[src/rtl/sram_req_arbiter.sv]
// sram_req_arbiter: merges NCH SRAM-style request ports (req/addr_ok/data_ok)
// onto one shared memory port. It tracks up to MAX_OUT outstanding requests in
// an ID FIFO so that in-order responses are routed back to the issuing channel.
// Optional build macro: SRAM_ARB_FIXED_PRIO_EN
//   defined   -> fixed priority, the lowest channel index wins
//   undefined -> round-robin arbitration starting at rr_ptr
module sram_req_arbiter #(
    parameter int NCH     = 2,
    parameter int AW      = 32,
    parameter int DW      = 32,
    parameter int MAX_OUT = 4
) (
    input  logic                  clk,
    input  logic                  resetn,
    input  logic [NCH-1:0]        ch_req,
    input  logic [NCH-1:0]        ch_wr,
    input  logic [NCH*DW/8-1:0]   ch_wstrb,
    input  logic [NCH*AW-1:0]     ch_addr,
    input  logic [NCH*DW-1:0]     ch_wdata,
    output logic [NCH-1:0]        ch_addr_ok,
    output logic [NCH-1:0]        ch_data_ok,
    output logic [DW-1:0]         ch_rdata,
    output logic                  m_req,
    output logic                  m_wr,
    output logic [DW/8-1:0]       m_wstrb,
    output logic [AW-1:0]         m_addr,
    output logic [DW-1:0]         m_wdata,
    input  logic                  m_addr_ok,
    input  logic                  m_data_ok,
    input  logic [DW-1:0]         m_rdata
);

    localparam int SW   = DW / 8;
    localparam int GW   = $clog2(NCH);
    localparam int PTRW = $clog2(MAX_OUT);
    localparam int OW   = PTRW + 1;

    logic [GW-1:0]   id_fifo [MAX_OUT];
    logic [PTRW-1:0] wr_ptr, rd_ptr;
    logic [OW-1:0]   occ;
    logic            lock;
    logic [GW-1:0]   lock_gnt;
    logic            err_unexp_q;

    logic [GW-1:0]   arb_gnt;
    logic [GW-1:0]   grant;
    logic [GW-1:0]   head;
    logic            full;
    logic            hs;
    logic            pop;

`ifdef SRAM_ARB_FIXED_PRIO_EN
    // Fixed priority: scan downwards so the lowest requesting index is kept.
    always_comb begin
        arb_gnt = '0;
        for (int i = NCH - 1; i >= 0; i--) begin
            if (ch_req[i]) arb_gnt = GW'(i);
        end
    end
`else
    logic [GW-1:0] rr_ptr;

    // Round-robin: first requesting channel at or after rr_ptr, wrapping.
    always_comb begin
        logic found;
        found   = 1'b0;
        arb_gnt = rr_ptr;
        for (int i = 0; i < NCH; i++) begin
            if (!found && ch_req[(int'(rr_ptr) + i) % NCH]) begin
                arb_gnt = GW'((int'(rr_ptr) + i) % NCH);
                found   = 1'b1;
            end
        end
    end

    // Priority pointer moves past the channel that just handshook.
    always_ff @(posedge clk or negedge resetn) begin
        if (!resetn)
            rr_ptr <= '0;
        else if (hs)
            rr_ptr <= (grant == GW'(NCH - 1)) ? '0 : grant + 1'b1;
    end
`endif

    // A stalled request keeps its grant so the memory sees a stable payload.
    assign grant = lock ? lock_gnt : arb_gnt;
    assign full  = (occ == OW'(MAX_OUT));
    assign m_req = resetn & ((|ch_req) | lock) & ~full;
    assign hs    = m_req & m_addr_ok;
    assign pop   = resetn & m_data_ok & (occ != '0);
    assign head  = id_fifo[rd_ptr];

    // Request payload muxed from the granted channel; zero while in reset.
    always_comb begin
        m_wr    = 1'b0;
        m_wstrb = '0;
        m_addr  = '0;
        m_wdata = '0;
        if (resetn) begin
            m_wr    = ch_wr[grant];
            m_wstrb = ch_wstrb[int'(grant)*SW +: SW];
            m_addr  = ch_addr[int'(grant)*AW +: AW];
            m_wdata = ch_wdata[int'(grant)*DW +: DW];
        end
    end

    // One-hot accept to the granted channel, one-hot response to the FIFO head.
    always_comb begin
        ch_addr_ok = '0;
        ch_data_ok = '0;
        if (hs)  ch_addr_ok[grant] = 1'b1;
        if (pop) ch_data_ok[head]  = 1'b1;
    end

    assign ch_rdata = resetn ? m_rdata : '0;

    // Lock is set by an unaccepted request and cleared by the handshake.
    always_ff @(posedge clk or negedge resetn) begin
        if (!resetn) begin
            lock     <= 1'b0;
            lock_gnt <= '0;
        end else if (hs) begin
            lock     <= 1'b0;
        end else if (m_req) begin
            lock     <= 1'b1;
            lock_gnt <= grant;
        end
    end

    // ID FIFO storage: no reset needed, validity is tracked by occ.
    always_ff @(posedge clk) begin
        if (hs) id_fifo[wr_ptr] <= grant;
    end

    // FIFO pointers and occupancy; full blocks m_req so no overflow is possible.
    always_ff @(posedge clk or negedge resetn) begin
        if (!resetn) begin
            wr_ptr <= '0;
            rd_ptr <= '0;
            occ    <= '0;
        end else begin
            if (hs)  wr_ptr <= wr_ptr + 1'b1;
            if (pop) rd_ptr <= rd_ptr + 1'b1;
            case ({hs, pop})
                2'b10:   occ <= occ + 1'b1;
                2'b01:   occ <= occ - 1'b1;
                default: occ <= occ;
            endcase
        end
    end

    // Sticky flag for a response that has no matching outstanding request.
    always_ff @(posedge clk or negedge resetn) begin
        if (!resetn)
            err_unexp_q <= 1'b0;
        else if (m_data_ok && occ == '0)
            err_unexp_q <= 1'b1;
    end

endmodule

[config.mk]
export PLATFORM = sky130hd
export DESIGN_NAME = sram_req_arbiter
export DESIGN_NICKNAME = d
export VERILOG_FILES = /design/src/rtl/sram_req_arbiter.sv
export SDC_FILE = /design/constraint.sdc
export NUM_CORES = 1
export LEC_CHECK = 0
export CAP_MARGIN = 20
export CORE_AREA = 2 2 110 112
export DETAILED_ROUTE_END_ITERATION = 10
export DIE_AREA = 0 0 112 114
export PLACE_DENSITY = 0.65
export SLEW_MARGIN = 10
export SYNTH_ARGS = -nofsm -noshare
export SYNTH_HDL_FRONTEND = slang
export SYNTH_SLANG_ARGS = --single-unit
[constraint.sdc]
create_clock -name clk -period 4.75 [get_ports clk]
set_input_delay 0.475 -clock clk [delete_from_list [all_inputs] [get_ports clk]]
set_output_delay 0.475 -clock clk [all_outputs]
set_load 0.03 [all_outputs]
==> out/summary.txt <==
Post-CTS Setup Bufs -> 0
GR Util All Layers -> 14.4%
Resize count post-CTS -> 0
Initial antenna violation count -> 0
I/O pin count -> 282
Drt drc -> 0
Final Core Density -> 45.1%
Routed len/inst -> 13.5 um
Hold Vio Cnt, Final -> 0
Unrepaired setup endpoints after global routing -> false
Max cap viols -> 0
Area Growth Syn to Fin -> 120%
H-tree levels -> 1
Buffers on Ports -> 281
Clk sinks -> 14
DR WL met2 -> 5.33 mm
Die X -> 112 um
Post-DR vias/cell -> 4.18
Tcrit/Tclk final -> 74.3%
DP Wirelength -> 8.54 mm
Peak supply drop -> 149 uV
Drt pass-1 iters -> 6
Pleak -> 2.36 nW
Syn Area/Cell -> 7.33 sq um
Initial Util -> 20.5%
Post-Route WL -> 9.93 mm
CTS hold repair buffers -> 0
Die area -> 0.0128 sq mm
Element type at the critical path end -> output port
Crit path from -> ch_req[0]
Largest net degree at the start of global routing -> 106
Total Neg Setup Slack -> 0 ns
Clock transition at path regs -> 0.04 ns
Clock Skews -> 0.000502 ns
CP Max Fanout -> 20
Post-Syn Area -> 0.00240 sq mm
Core footprint -> 0.0117 sq mm
Slew headroom -> 42.6%
Die Height -> 114 um
Synth cell types -> 28
Synth warn -> 0
Worst hold path type -> input pin to async pin
CTS tree -> yes
Max Slew Vio Count -> 0
# fillers -> 1143
#FFs+latches synth -> 14
Measured slew at the worst slew-check pin -> 0.862 ns
Drt first-iter violations -> 60
Final GP Congestion -> 0.756
Post-synthesis sequential area ratio -> 15.4%
Layout net count -> 773
Detail Route Antenna Nets -> 0
Total global routing overflow -> 0
Critical Path AT -> 3.06 ns
Fmax achieved -> 283 MHz
Worst r2r src -> occ[2]
R2R depth -> 9
CP Launch Type -> input pin
WS Path Type -> input pin to output port
Deepest clock path buffer count -> 2
Finished Layout Cells -> 737
Vias -> 3078
Most frequent cells in the layout -> clkdlybuf4s50_1, nand2_1, mux2i_1
WL met3 -> 850 um
Worst-Skew Late Latency -> 0.24 ns
Req. time, crit path -> 4.28 ns
PD cells -> 356 mW/mm^2
Layout cell share with drive strength beyond 1 -> 3.05%
Global-route wire length before repair -> 15.0 mm
Post-Route M1 WL -> 3.70 mm
Final min period -> 3.53 ns
Row count -> 40
Placed insts -> 733
Post-Syn Nets -> 510
CTS buffer count -> 3
Setup-failing EPs final -> 0
Root buf cell -> clkbuf_16
N_diodes -> 0
Commonest non-fill, non-tap cell in the layout -> clkdlybuf4s50_1
Max Used Layer -> met4
Cells after Synth -> 328
Vias in the first global route -> 2986
Outcome -> completed
synth_stat cells:
library cell / instances / area share (%)
ha_1: 5 / 2.6
o21ba_2: 1 / 0.42
mux4_2: 1 / 0.94
xor2_1: 2 / 0.73
nor2_1: 3 / 0.47
fa_1: 1 / 0.83
mux2i_1: 70 / 29
inv_1: 8 / 1.2
and2_1: 39 / 10
xnor2_1: 4 / 1.5
nand2_1: 141 / 22
nor3_2: 1 / 0.42
buf_4: 2 / 0.62
buf_6: 1 / 0.47
nor3b_1: 1 / 0.31
a21boi_1: 1 / 0.31
clkbuf_1: 16 / 2.5
edfxtp_1: 4 / 5.0
dfrtp_1: 10 / 10
o311ai_2: 1 / 0.68
nor3b_2: 1 / 0.52
mux2_2: 2 / 0.94
nor3_1: 1 / 0.21
nor4b_1: 1 / 0.36
buf_12: 7 / 5.8
buf_2: 2 / 0.42
mux2_4: 1 / 0.62
o31a_1: 1 / 0.36
metal layers:
layer / global-route usage [%] / vias up
met1: 15.5 / 1346
met3: 2.87 / 2
li1: - / 1570
met4: 2.20 / 0
met5: 0 / -
met2: 29.3 / 160
final timing paths:
path	end	slack, ns
setup / recovery	m_wdata[13]	1.22
hold / removal	lock_gnt	0.39
setup reg to reg	occ[2]	2.44
hold reg to reg	rd_ptr[1]	0.48
max in group asynchronous	wr_ptr[1]	3.91
min in group clk	rd_ptr[1]	0.48
worst max-delay path: stages:
cell,delay [ns]
clkdlybuf4s50_1,0.48
a21boi_1,0.17
o31a_2,0.51
buf_4,0.42
mux2i_1,0.27
clkdlybuf4s50_1,0.70
registers in the layout, summed over array words and instances, names as in the netlist:
| name | flops |
|---|---|
| rr_ptr | 1 |
| rd_ptr | 2 |
| wr_ptr | 2 |
| lock | 1 |
| lock_gnt | 1 |
| id_fifo | 4 |
| occ | 3 |
logic make-up after synthesis:
| group | synth area share, % |
|---|---|
| compound gates | 1.77 |
| buf+inv | 11.1 |
| simple gates | 34.5 |
| xor+xnor | 2.19 |
| mux | 31.6 |
| flops | 15.4 |
| fa+ha+maj | 3.44 |
report_power, final:
part / switching (mW) / internal (mW)
logic: 0.797 / 0.707
clock network: 0.0438 / 0.111
registers: 0.0419 / 0.179
layout make-up:
class | count | area (sq um) | share of cell area (%)
flip-flops and latches | 14 | 370 | 7.02
multi-input cells | 278 | 1770 | 33.5
well taps | 147 | 184 | 3.48
repair buffers | 286 | 2850 | 53.9
inverters | 8 | 30.0 | 0.569
clock inverters | 1 | 3.75 | 0.0711
clock buffers | 3 | 75.1 | 1.42
per-stage QoR:
step / hold WS, ns / worst slack [ns] / power, mW / cell area, sq um
after floorplan: 0.179 / 2.59 / 1.26 / 2400
after global placement: 0.473 / 1.21 / 1.72 / 5200
after global routing: 0.445 / 1.08 / 1.99 / 5280
after detailed placement: 0.475 / 1.21 / 1.74 / 5200
final: 0.391 / 1.22 / 1.88 / 5280
after CTS: 0.400 / 1.20 / 1.91 / 5280
Note: power is estimated with default switching activity, not from simulation.
